`src/rtl/ray_tri_scheduler.sv`:
```
// Sequencer for the intersect stage. It fetches triangles 0..count-1 for one ray,
// registers each triangle for the intersect stage, and reduces the hit/invalid flags into a per-ray summary.
module ray_tri_scheduler #(
  parameter int IDX_W   = 16,
  parameter int MEM_LAT = 1
) (
  input  logic                        i_clk,
  input  logic                        i_reset,
  input  logic                        i_ray_valid,
  output logic                        o_ray_ready,
  input  logic [1:0][2:0][31:0]       i_ray,
  input  logic [IDX_W-1:0]            i_tri_count,
  output logic                        o_mem_rd_en,
  output logic [IDX_W-1:0]            o_mem_addr,
  input  logic [2:0][2:0][31:0]       i_mem_data,
  output logic [2:0][2:0][31:0]       o_ix_triangle,
  output logic [1:0][2:0][31:0]       o_ix_ray,
  input  logic                        i_ix_result,
  input  logic                        i_ix_invalid,
  output logic                        o_done_valid,
  input  logic                        i_done_ready,
  output logic                        o_hit,
  output logic [IDX_W-1:0]            o_hit_idx,
  output logic [IDX_W-1:0]            o_hit_count,
  output logic [IDX_W-1:0]            o_invalid_count
);

  typedef enum logic [2:0] {
    S_IDLE,
    S_FETCH,
    S_WAIT,
    S_EVAL,
    S_DONE
  } state_t;

  localparam logic [IDX_W-1:0] SAT       = '1;
  localparam logic [2:0]       WAIT_INIT = 3'(MEM_LAT - 1);

  state_t           state;
  logic [IDX_W-1:0] idx;
  logic [IDX_W-1:0] count;
  logic [2:0]       wait_cnt;

  // The read address is the index register itself, so it stays stable through WAIT.
  assign o_mem_addr = idx;

  // NOTE: all state uses non-blocking assignments so every branch sees the pre-edge values.
  always_ff @(posedge i_clk) begin
    if (i_reset) begin
      // NOTE: the wide datapath registers are reset too because their reset value is observable.
      state           <= S_IDLE;
      idx             <= '0;
      count           <= '0;
      wait_cnt        <= '0;
      o_ray_ready     <= 1'b1;
      o_mem_rd_en     <= 1'b0;
      o_done_valid    <= 1'b0;
      o_hit           <= 1'b0;
      o_hit_idx       <= '0;
      o_hit_count     <= '0;
      o_invalid_count <= '0;
      o_ix_triangle   <= '0;
      o_ix_ray        <= '0;
    end else begin
      case (state)
        S_IDLE: begin
          if (i_ray_valid) begin
            o_ix_ray        <= i_ray;
            count           <= i_tri_count;
            idx             <= '0;
            o_hit           <= 1'b0;
            o_hit_idx       <= '0;
            o_hit_count     <= '0;
            o_invalid_count <= '0;
            o_ray_ready     <= 1'b0;
            if (i_tri_count != '0) begin
              o_mem_rd_en <= 1'b1;
              state       <= S_FETCH;
            end else begin
              o_done_valid <= 1'b1;
              state        <= S_DONE;
            end
          end
        end

        S_FETCH: begin
          o_mem_rd_en <= 1'b0;
          wait_cnt    <= WAIT_INIT;
          state       <= S_WAIT;
        end

        S_WAIT: begin
          if (wait_cnt == '0) begin
            o_ix_triangle <= i_mem_data;
            state         <= S_EVAL;
          end else begin
            wait_cnt <= wait_cnt - 3'd1;
          end
        end

        S_EVAL: begin
          // An invalid evaluation never counts as a hit, whatever the result flag says.
          if (i_ix_invalid) begin
            if (o_invalid_count != SAT) o_invalid_count <= o_invalid_count + 1'b1;
          end else if (i_ix_result) begin
            if (o_hit_count != SAT) o_hit_count <= o_hit_count + 1'b1;
            if (!o_hit) begin
              o_hit     <= 1'b1;
              o_hit_idx <= idx;
            end
          end
          if (idx == count - 1'b1) begin
            o_done_valid <= 1'b1;
            state        <= S_DONE;
          end else begin
            idx         <= idx + 1'b1;
            o_mem_rd_en <= 1'b1;
            state       <= S_FETCH;
          end
        end

        S_DONE: begin
          if (i_done_ready) begin
            o_done_valid <= 1'b0;
            o_ray_ready  <= 1'b1;
            state        <= S_IDLE;
          end
        end

        default: state <= S_IDLE;
      endcase
    end
  end

endmodule

```
`config.mk`:
```
export PLATFORM = sky130hd
export DESIGN_NAME = ray_tri_scheduler
export DESIGN_NICKNAME = d
export VERILOG_FILES = /design/src/rtl/ray_tri_scheduler.sv
export SDC_FILE = /design/constraint.sdc
export NUM_CORES = 1
export LEC_CHECK = 0
export CORE_AREA = 4 4 402 404
export DETAILED_ROUTE_END_ITERATION = 6
export DIE_AREA = 0 0 406 408
export GPL_ROUTABILITY_DRIVEN = 0
export GPL_TIMING_DRIVEN = 0
export SYNTH_ARGS = -nofsm -noshare
export SYNTH_HDL_FRONTEND = slang
export SYNTH_SLANG_ARGS = --single-unit
```
`constraint.sdc`:
```
create_clock -name i_clk -period 2.27 [get_ports i_clk]
set_input_delay 0.454 -clock i_clk [delete_from_list [all_inputs] [get_ports i_clk]]
set_output_delay 0.454 -clock i_clk [all_outputs]
set_load 0.02 [all_outputs]
```
[After elaboration in Yosys (flattened, before gate mapping)]
Index checks and enable logic that the tools add are counted.
Cells by class
  $add $sub $neg: 5
  equality and inequality tests: 21
  multiplexer cells: 37
  reductions and logical operators: 20
Operator list (count)
  16-bit two-way mux: 10
  16-bit case mux with 2 select lines: 4
  16-bit by 1-bit adder with 16-bit output, second input constant: 3
  16-bit != test, second input constant: 2
  2-bit != test, second input constant: 14
  3-bit two-way mux: 6
  16-bit equality test: 1
  16-bit nonzero test: 1
  16-bit by 1-bit subtractor with 16-bit output, second input constant: 1
  3-bit case mux with 5 select lines: 1
  5-bit AND reduction: 3
  4-bit AND reduction: 3
  1-bit two-way mux: 11
  3-bit AND reduction: 3
  3-bit by 2-bit equality test with 1-bit output, second input constant: 2
  3-bit zero test: 2
  1-bit case mux with 3 select lines: 2
  3-bit case mux with 2 select lines: 1
  2-bit AND reduction: 3
  2-bit nonzero test: 3
  3-bit nonzero test: 2
  1-bit case mux with 2 select lines: 2
  3-bit by 1-bit equality test with 1-bit output, second input constant: 1
  3-bit equality test, second input constant: 1
  3-bit by 1-bit subtractor with 3-bit output, second input constant: 1
Storage, ports and cells
  bits in registers: 570
  output and inout bits: 548
  word-level logic and storage cells: 109

[Depth between registers and ports, before layout]
Gate-level depths: netlist of run 1.
  depth after elaboration: 5
  mapped depth: 12

[Worst setup path before layout of run 1]
Ideal clock, no wire load.
  kind: reg2reg
  start: reg count[0]
  end: reg idx[6] (netlist: o_mem_addr[6])
  setup time: 0.066 ns
  data arrival time: 2.412 ns
  slack: -0.208 ns
  cell stages (with the launch flop): 13
  buffers on the path: 2
  period minus slack after synthesis: 2.478 ns
  path through: dfxtp_1 > inv_1 > ha_1 > xor2_1 > xnor2_1 > nand4_1 > nor4b_1 > nand3_2 > nor4_4 > buf_6 > buf_12 > o21ai_2 > a21oi_2
On the way
  longest elaborated chain between the ends: 4
Ends and longest elaborated chain
  start, declared: RTL line 41  | logic [IDX_W-1:0] count;
  start signal, assigned: RTL line 69  | count <= i_tri_count;
  16-bit by 1-bit subtractor with 16-bit output: RTL line 112  | if (idx == count - 1'b1) begin
  16-bit equality test: RTL line 112
  2-bit != test (no source line)
  3-bit AND reduction (no source line)
  end signal, assigned: RTL line 116  | idx <= idx + 1'b1;
  end, declared: RTL line 40  | logic [IDX_W-1:0] idx;
No other way between the ends.
A chain may end at the register's enable or synchronous reset.

[Worst setup path after layout of run 1]
  start: reg count[1]
  end: reg idx[0] (netlist: o_mem_addr[0])
Same word-level chain as after synthesis.

==> flow_summary.toml, run 1 <==
[status]
outcome = "complete, but fails checks"
violations = "negative setup slack"

[critical_path]
r2r_slack_ns = -0.37
cp_slowest_cell = "dfxtp_4"
crit_path_cell_trace = "inv_4 -> ha_4 -> buf_4 -> buf_6 -> xor2_2 -> xnor2_1 -> nand4_1 -> nor4b_4 -> buf_4 -> nand4_1 -> or3_4 -> a21oi_1 -> a311oi_2"
worstPathRequired_ns = 2.72
setup.worst_path.end_class = "register"
path_class = "register to register"
cp_max_fo = 5
worst_ep_arrival_time_ns = 3.09
cp-start-kind = "register"
max_stage_delay_ns = 0.39

[place]
numPlacedInstances = 5757
dp_hpwl_mm = 113
dp_slack_ns = -1.74
portBuffers = 1048

[synthesis]
yosys.area.top_type_share_pct = 55.1
syn-cell-area_um2 = 20700
synthesis.nets = 3141
ys_seq_area_share_pct = 55.1
synthCells = 2633
synth.avg_cell_area_um2 = 7.86
synth_cell_type_count = 60
synth-main-ff-cell = "dfxtp_1"
ys_async_sr_fraction_pct = 0
ys_seq_elements = 570
synth_edf_count = 0
yosys_warnings = 0
synth_top_area_cell = "dfxtp_1"
synth_area_leaders = "dfxtp_1, nand2_1, a21oi_1, clkbuf_1, nor2_1"

[clocking]
clk_pin_slew_worst_paths_ns = 0.06
cts_root_buf = "clkbuf_16"
numClockSinks = 570
cts_buffers = 71
cts_tree = "done"
cts_buffer_depth = 3
clk_latency_ns = 0.65
htree_num_levels = 3

[final_layout]
layout_common_cells = "nand2_1, clkdlybuf4s50_1, dfxtp_1"
fill_cells = 17300
nets = 4277
stdcell_count = 5903
final_util_pct = 23.2
areaGrowthSynthToFinish_pct = 76.9
drive_gt1_share_pct = 7.50
final_common_cell = "nand2_1"

[timing]
rsz0062_at_grt = "yes"
final.period_utilization_pct = 116
slew_headroom_pct = 14.8
maxSlewViolCount = 0
period_needed_ns = 2.64
fin_skew_ns = 0.0286
max_freq_ghz = 0.379
fin_ws_ns = -0.371
hold_ws_ns = 0.351
finalHoldViolCount = 0
tightest_slew_ns = 1.28
setup_viol_count_final = 21

[global_routing]
met1_usage_pct = 18.2
met2_usage_pct = 24.7
antenna_found_initial = 36
grt_max_degree = 13
grt_pass1_wl_mm = 178
busiest_layer = "met2"
met3_usage_pct = 5.23
grt_pass1_vias = 22200
grt.total_usage_pct = 15.4
grt_overflow = 0

[route]
routed_via_density = 3.97
dr.pass1.iters = 7
drt-total-wl_mm = 134
first_iter_violations = 1787
drc = 0
num_vias = 23400
ant_nets = 0
wire_per_inst_um = 22.7

[die]
core_um2 = 158000
start_util_pct = 13.1
rows = 146
ios = 1050
die_x_um = 406
die_h_um = 408
die_area_um2 = 166000

[flow_run]
maxCapViolations = 0

[power]
peakVddDrop_uv = 613
p_leak_uw = 0.0132
power.density_nw_per_um2 = 938
power_uw = 34300

[hold_path]
min_path_type = "primary input to register"
## final cells by class
type	count	area (um^2)	share of cell area [%]
Clock inverter	24	313	0.854
Tap cell	2072	2590	7.08
Antenna cell	17	42.5	0.116
Timing Repair Buffer	1067	10600	28.9
Multi-Input combinational cell	1869	8730	23.8
Inverter	12	50.0	0.137
Sequential cell	570	11400	31.2
Buffer	178	916	2.50
Clock buffer	94	1950	5.33
## final timing paths
kind,from,to,depth (start not counted)
setup / recovery,count[1],o_mem_addr[0],13
hold / removal,i_ray[21],o_ix_ray[21],3
setup reg to reg,count[1],o_mem_addr[0],13
hold reg to reg,o_ray_ready,o_ray_ready,2
## what timing repair did
item,CTS,global route
pin swaps,17,16
hold buffers,0,0
setup endpoints to repair,658,406
cloned,1,0
setup buffers,7,7
gates resized for setup,220,86
## per-layer routing
layer,part of all wire (%),wire [um]
met1,39,52900
met2,46,61400
met3,9.4,12700
met4,5.3,7110
met5,0.086,116
## cells in the mapped netlist (7+ instances only)
cell type / count
and3_1: 9
nor4_1: 7
xnor2_1: 22
inv_1: 12
a21oi_1: 531
xor2_1: 23
nand3_1: 19
nor3_1: 13
or3_1: 7
clkbuf_1: 176
nand4_1: 19
o211ai_1: 7
nand2_1: 1045
or4_2: 7
o21ai_0: 14
dfxtp_1: 570
nor2_1: 68
## stage by stage
step / cell area [um^2] / TNS, ns
floorplan: 20700 / -0.922
global placement: 33800 / -922.21
detailed placement: 33900 / -515.38
CTS: 36300 / -5.91
global route: 36600 / -9.31
finish: 36600 / -5.98
## cell families after synthesis
kind of cell               share of synthesized area (%)
adders and majority gates                          0.363
muxes                                              0.151
DFF                                                 55.1
xor gates and xnor gates                            1.90
and+or+nand+nor                                     24.2
AOI/OAI and AO/OA                                   14.6
buffers and inverters                               3.68
## state kept, by name (all words and copies together) (netlist names)
signal and flops:
o_done_valid 1, o_hit 1, o_ix_ray 192, o_hit_idx 16, o_ix_triangle 288, o_invalid_count 16, o_mem_rd_en 1, wait_cnt 3
state 3, count 16, o_hit_count 16, o_ray_ready 1, o_mem_addr 16
## power breakdown
group | switching (uW) | leakage (uW) | internal (uW)
registers | 846 | 0.00465 | 11300
logic | 6610 | 0.00740 | 4180
clock network | 4690 | 0.00111 | 6720
## worst max-delay path, delay by kind of cell (launching register included)
kind,cells,cell delay (ns)
buf+inv,4,0.43
fa+ha+maj,1,0.16
xor+xnor,2,0.28
flops,1,0.39
simple gates,4,0.88
compound gates,2,0.30
Note: power is estimated with default switching activity, not from simulation.
==> run 2: changes to the inputs <==
--- a/config.mk
+++ b/config.mk
@@ -5,9 +5,11 @@
 export SDC_FILE = /design/constraint.sdc
 export NUM_CORES = 1
 export LEC_CHECK = 0
-export CORE_AREA = 4 4 402 404
+export ABC_AREA = 1
+export CORE_AREA = 4 4 403 405
+export CTS_CLUSTER_DIAMETER = 50
 export DETAILED_ROUTE_END_ITERATION = 6
-export DIE_AREA = 0 0 406 408
+export DIE_AREA = 0 0 407 409
 export GPL_ROUTABILITY_DRIVEN = 0
 export GPL_TIMING_DRIVEN = 0
 export SYNTH_ARGS = -nofsm -noshare
==> run 2 against run 1 <==
Total power rose by 23%; register-to-register slack better by 0.39 ns; sequential power rose by 12%; area after synthesis up 3.3%; cell count is 3.6% higher; non-clock buffer count grew 2; largest cell class is now flip-flops and latches; the flow now finishes without violations; highest routed layer unchanged; first-iteration DRC count grew 21%.
==> flow_summary.toml, run 2 <==
[status]
outcome = "complete, no violations"

[synthesis]
synth-main-ff-cell = "dfxtp_1"
synth_adder_area_share_pct = 0.351
synthCells = 2820
synth_top_area_cell = "dfxtp_1"
yosys.cell_count.top_type = "nor2_1"
synthXorXnorAreaFrac_pct = 1.35
ys_async_sr_fraction_pct = 0
synth_cell_type_count = 46
synthTopCellsByCount = "nor2_1, dfxtp_1, o21ai_0, clkbuf_1, nand2_1"
yosys.area.top_type_share_pct = 53.4
synth-simple-area-share_pct = 25.4
synth_area_leaders = "dfxtp_1, nor2_1, o21ai_0, clkbuf_1, nand2_1"
synth_compound_area_share_pct = 14.4
synth.avg_cell_area_um2 = 7.58
yosys_warnings = 0
synthesis.nets = 3328
synth_top_family_by_area = "simple AND/OR/NAND/NOR gates"
synthMuxAreaShare_pct = 0
ys_seq_elements = 570
ys_seq_area_share_pct = 53.4
synth_edf_count = 0
syn-cell-area_um2 = 21400

[die]
core_um2 = 158000
die_h_um = 409
ios = 1050
rows = 146
die_x_um = 407
start_util_pct = 13.5
die_area_um2 = 166000

[critical_path]
cp-start-kind = "register"
worstPathRequired_ns = 2.83
cp_max_fo = 10
critPathLaunch = "state[0]"
r2r-start = "state[0]"
path_class = "register to register"
worst_ep_arrival_time_ns = 2.81
setup.worst_path.end_class = "register"

[final_layout]
regMostFlops = "o_ix_triangle"
drive_gt1_share_pct = 9.13
fill_cells = 17400
nets = 4471
top_regs = "o_ix_triangle: 288 flops, o_ix_ray: 192 flops"
areaGrowthSynthToFinish_pct = 76.4
layout_common_cells = "nor2_1, clkdlybuf4s50_1, dfxtp_1"
final_common_cell = "nor2_1"
stdcell_count = 6114
largest_register_ffs = 288

[timing]
setup_viol_count_final = 0
fin_ws_ns = 0.0192
max_freq_ghz = 0.444
maxSlewViolCount = 0
tightest_slew_ns = 0.920
rsz0062_at_grt = "yes"
final.period_utilization_pct = 99.2
finalHoldViolCount = 0
fin_skew_ns = 0.0412
period_needed_ns = 2.25
slew_headroom_pct = 38.7

[clocking]
htree_num_levels = 3
clk_pin_slew_worst_paths_ns = 0.06
cts_tree = "done"
cts_buffer_depth = 3
cts_root_buf = "clkbuf_16"
clk_latency_ns = 0.67
numClockSinks = 570
cts_buffers = 83

[global_routing]
grt_pass1_wl_mm = 194
antenna_found_initial = 38
grt_max_degree = 14
grt.total_usage_pct = 16.8
grt_overflow = 0
grt_pass1_vias = 23700

[route]
ant_nets = 0
dr.pass1.iters = 6
wire_per_inst_um = 24.3
first_iter_violations = 2164
num_vias = 25000
drc = 0
drt-total-wl_mm = 149
routed_via_density = 4.08

[power]
swShare_pct = 39.4
comb_power_share_pct = 36.0
p_int_uw = 25600
clkPwrFrac_pct = 32.1
power_uw = 42300
switchingPower_uw = 16600
p_leak_uw = 0.0156
power.density_nw_per_um2 = 1120
seq_power_share_pct = 31.9
peakVddDrop_uv = 568

[place]
dp_slack_ns = -1.62
dp_hpwl_mm = 124
numPlacedInstances = 5940
portBuffers = 1048

[hold_path]
worst_hold_startpoint = "i_reset"
min_path_type = "primary input to register"

[flow_run]
maxCapViolations = 0
[run 2: cell count changes in the layout (fill, tap and decap cells not counted), sizes merged, moves of 13 or more]
cell           change
nor2             +992
nand2            -888
o21ai            +496
a21oi            -466
inv               +82
clkdlybuf4s50     -71
dlygate4sd2       +66
nand3             +58
buf               +29
clkbuf            -15
xnor2             -15
or3               -13
[run 2: worst paths after layout]
| check | endpoint | slack (ns) | cells past startpoint |
|---|---|---|---|
| setup / recovery | o_ix_ray[173] | 0.02 | 11 |
| hold reg to reg | o_hit_idx[8] | 0.47 | 2 |
| setup reg to reg | o_ix_ray[173] | 0.02 | 11 |
| hold / removal | state[2] | 0.26 | 2 |
[run 2: power by group through the flow]
stage          Sequential (uW)  Combinational [uW]  Clock, uW
6_report                 13500               15200      13600
3_3_place_gp             13600               15200          0
4_1_cts                  13400               15100      13900
2_1_floorplan            15700                4110          0
3_5_place_dp             13600               15300          0
5_1_grt                  13700               16200      14200
[run 2: critical path, cell delays in order, from the launching register on]
cell and delay, ns:
dfxtp_1 0.34, nor2_2 0.17, inv_2 0.07, nor2_4 0.10
inv_2 0.06, nor2_4 0.15, buf_12 0.17, inv_4 0.10
clkbuf_8 0.23, buf_2 0.26, nor2_2 0.35, nor2_1 0.10
[run 2: layout make-up]
class                           instances  area [um^2]  share of cell area, %
Sequential cell                       570        11400                   30.3
Timing Repair Buffer                 1059        10400                   27.7
Multi-Input combinational cell       1979         9040                   24.0
Tap cell                             2072         2590                   6.88
Clock buffer                          106         2260                   6.00
Buffer                                188          981                   2.60
Clock inverter                         45          633                   1.68
Inverter                               82          315                  0.836
Antenna cell                           13         32.5                 0.0863
[run 2: kinds of logic after synthesis]
family                     after synthesis
and+or+nand+nor                       1341
AOI/OAI and AO/OA                      599
DFF                                    570
buffers and inverters                  271
xor gates and xnor gates                33
adders and majority gates                6
[run 2: per-layer routing]
metal | GRT usage [%] | part of all wire, % | vias up
met5 | 0 | 0.057 | -
li1 | - | - | 11400
met4 | 8.14 | 5.3 | 14
met3 | 7.08 | 11 | 280
met1 | 19.2 | 38 | 11800
met2 | 27.0 | 45 | 1408
[run 2: repair_timing]
item / 4_1_cts / 5_1_grt
gates cloned: 0 / 1
endpoints found under the setup margin: 651 / 401
setup buffers: 3 / 7
pin swaps: 1 / 1
hold buffers: 0 / 0
gates resized for setup: 288 / 113
[run 2: per-stage QoR]
| step | hold slack [ns] | utilization [%] | instance area (um^2) | TNS, ns |
|---|---|---|---|---|
| 3_5_place_dp | 0.460 | 21.8 | 34500 | -333.70 |
| 5_1_grt | 0.206 | 23.8 | 37700 | -0.319 |
| 4_1_cts | 0.151 | 23.6 | 37400 | 0 |
| 6_report | 0.263 | 23.8 | 37700 | 0 |
| 2_1_floorplan | 0.456 | - | 21400 | 0 |
| 3_3_place_gp | 0.459 | 21.8 | 34500 | -328.91 |
==> run 3: changes to the inputs <==
==> constraint.sdc (replaced) <==
create_clock -name i_clk -period 2.27 [get_ports i_clk]
set_input_delay 0.3405 -clock i_clk [delete_from_list [all_inputs] [get_ports i_clk]]
set_output_delay 0.3405 -clock i_clk [all_outputs]
set_load 0.02 [all_outputs]
==> run 3 against run 2 <==
First-iteration DRC count down 5.1%; total power up 0.71%; worst setup slack better by 0.0073 ns; highest routed layer unchanged; clock skew down 0.0022 ns; clock-buffer cell count unchanged; fmax up 0.33%; wire length down 0.47%; flip-flop and latch count unchanged; final area up 0.39%.
==> flow_summary.toml, run 3 (synthesis results as in run 2) <==
[route]
top_layer = "met5"
drc = 0
route.met3.wl_mm = 16.8
routed_via_density = 4.07
drt-total-wl_mm = 148
wire_per_inst_um = 24.2
wl_met2_mm = 66.4
first_iter_violations = 2054
dr.pass1.iters = 5
wl_met1_mm = 56.2
num_vias = 24900
ant_nets = 0

[status]
outcome = "complete, no violations"

[clocking]
clk_latency_ns = 0.66
clk_pin_slew_worst_paths_ns = 0.06
cts_tree = "done"
numClockSinks = 570
cts_root_buf = "clkbuf_16"
htree_num_levels = 3
cts_buffer_depth = 3
cts_buffers = 83
ctsHoldBuffers = 0

[place]
portBuffers = 1048
dp_hpwl_mm = 124
dp_slack_ns = -1.51

[timing]
maxSlewViolCount = 0
tightest_slew_ns = 0.930
rsz0062_at_grt = "no"
finalHoldViolCount = 0
max_freq_ghz = 0.446
setup_viol_count_final = 0
final.period_utilization_pct = 98.8
tns_ns = 0
slew_headroom_pct = 38.0
fin_skew_ns = 0.0390
period_needed_ns = 2.24
fin_ws_ns = 0.0265
hold_ws_ns = 0.148

[final_layout]
nets = 4471
fill_cells = 17400
regMostFlops = "o_ix_triangle"
drive_gt1_share_pct = 9.11
top_regs = "o_ix_triangle: 288 flops, o_ix_ray: 192 flops"
final_common_cell = "nor2_1"
layout_common_cells = "nor2_1, clkdlybuf4s50_1, dfxtp_1"
areaGrowthSynthToFinish_pct = 77.1
largest_register_ffs = 288

[global_routing]
grt_pass1_vias = 23700
grt.total_usage_pct = 16.8
antenna_found_initial = 33
grt_overflow = 0
grt_pass1_wl_mm = 194
grt_max_degree = 14

[power]
power_uw = 42600
peakVddDrop_uv = 637
p_leak_uw = 0.0150
power.density_nw_per_um2 = 1120

[critical_path]
r2r_slack_ns = 0.10
critPathLaunch = "o_ix_triangle[136]"
r2r-start = "state[1]"
setup.worst_path.end_class = "primary output"
cp_num_buf_inv = 1
cp_slowest_cell = "clkdlybuf4s50_1"
cp_max_fo = 2
worst_ep_arrival_time_ns = 1.90
path_class = "register to primary output"
crit_path_cell_trace = "clkdlybuf4s50_1"
cp-start-kind = "register"
max_stage_delay_ns = 0.72
critPathTopFamily = "buffers and inverters"
worstPathRequired_ns = 1.93

[hold_path]
worst_hold_startpoint = "i_reset"
min_path_type = "primary input to register"

[die]
start_util_pct = 13.5
die_h_um = 409
core_um2 = 158000
die_area_um2 = 166000
rows = 146
die_x_um = 407
ios = 1050

[flow_run]
maxCapViolations = 0
[run 3: final timing paths]
kind / cells past startpoint / to
worst max register to register: 10 / o_ix_triangle[172]
worst max-delay path: 1 / o_ix_triangle[136]
worst min register to register: 2 / o_hit_idx[8]
worst min-delay path: 2 / state[2]
[run 3: layer usage]
layer  vias to the layer above  global-route usage, %
met5                         -                      0
met4                        16                   8.27
met3                       290                   7.16
met2                      1371                   27.0
met1                     11800                   19.2
li1                      11400                      -
[run 3: metrics by stage]
step	utilization, %	std cells	cell area, um^2
after global routing	23.9	6103	37800
after CTS	23.7	6094	37600
after detailed placement	21.8	5940	34500
after global placement	21.8	5940	34500
final	23.9	6113	37800
after floorplan	-	2820	21400
[run 3: timing repair]
item | in CTS | in global routing
endpoints found under the hold margin | 0 | 0
setup endpoints to repair | 518 | 398
buffers inserted | 3 | 7
gates resized for setup | 151 | 109
pin swaps | 1 | 0
gates cloned | 0 | 0
[run 3: final cells by class]
| cell class | instances | area, um^2 | area share (%) |
|---|---|---|---|
| sequential | 570 | 11400 | 30.2 |
| timing repair buffer | 1058 | 10500 | 27.9 |
| multi-input combinational | 1979 | 9060 | 24.0 |
| tap | 2072 | 2590 | 6.85 |
| clock buffer | 106 | 2260 | 5.98 |
| buffer | 189 | 987 | 2.61 |
| clock inverter | 45 | 633 | 1.67 |
| inverter | 82 | 315 | 0.833 |
| antenna | 12 | 30.0 | 0.0793 |
[run 3: power by group]
part / internal [uW] / total [uW] / switching (uW)
clock network: 8040 / 13500 / 5500
registers: 12100 / 13500 / 1370
logic: 5740 / 15500 / 9770
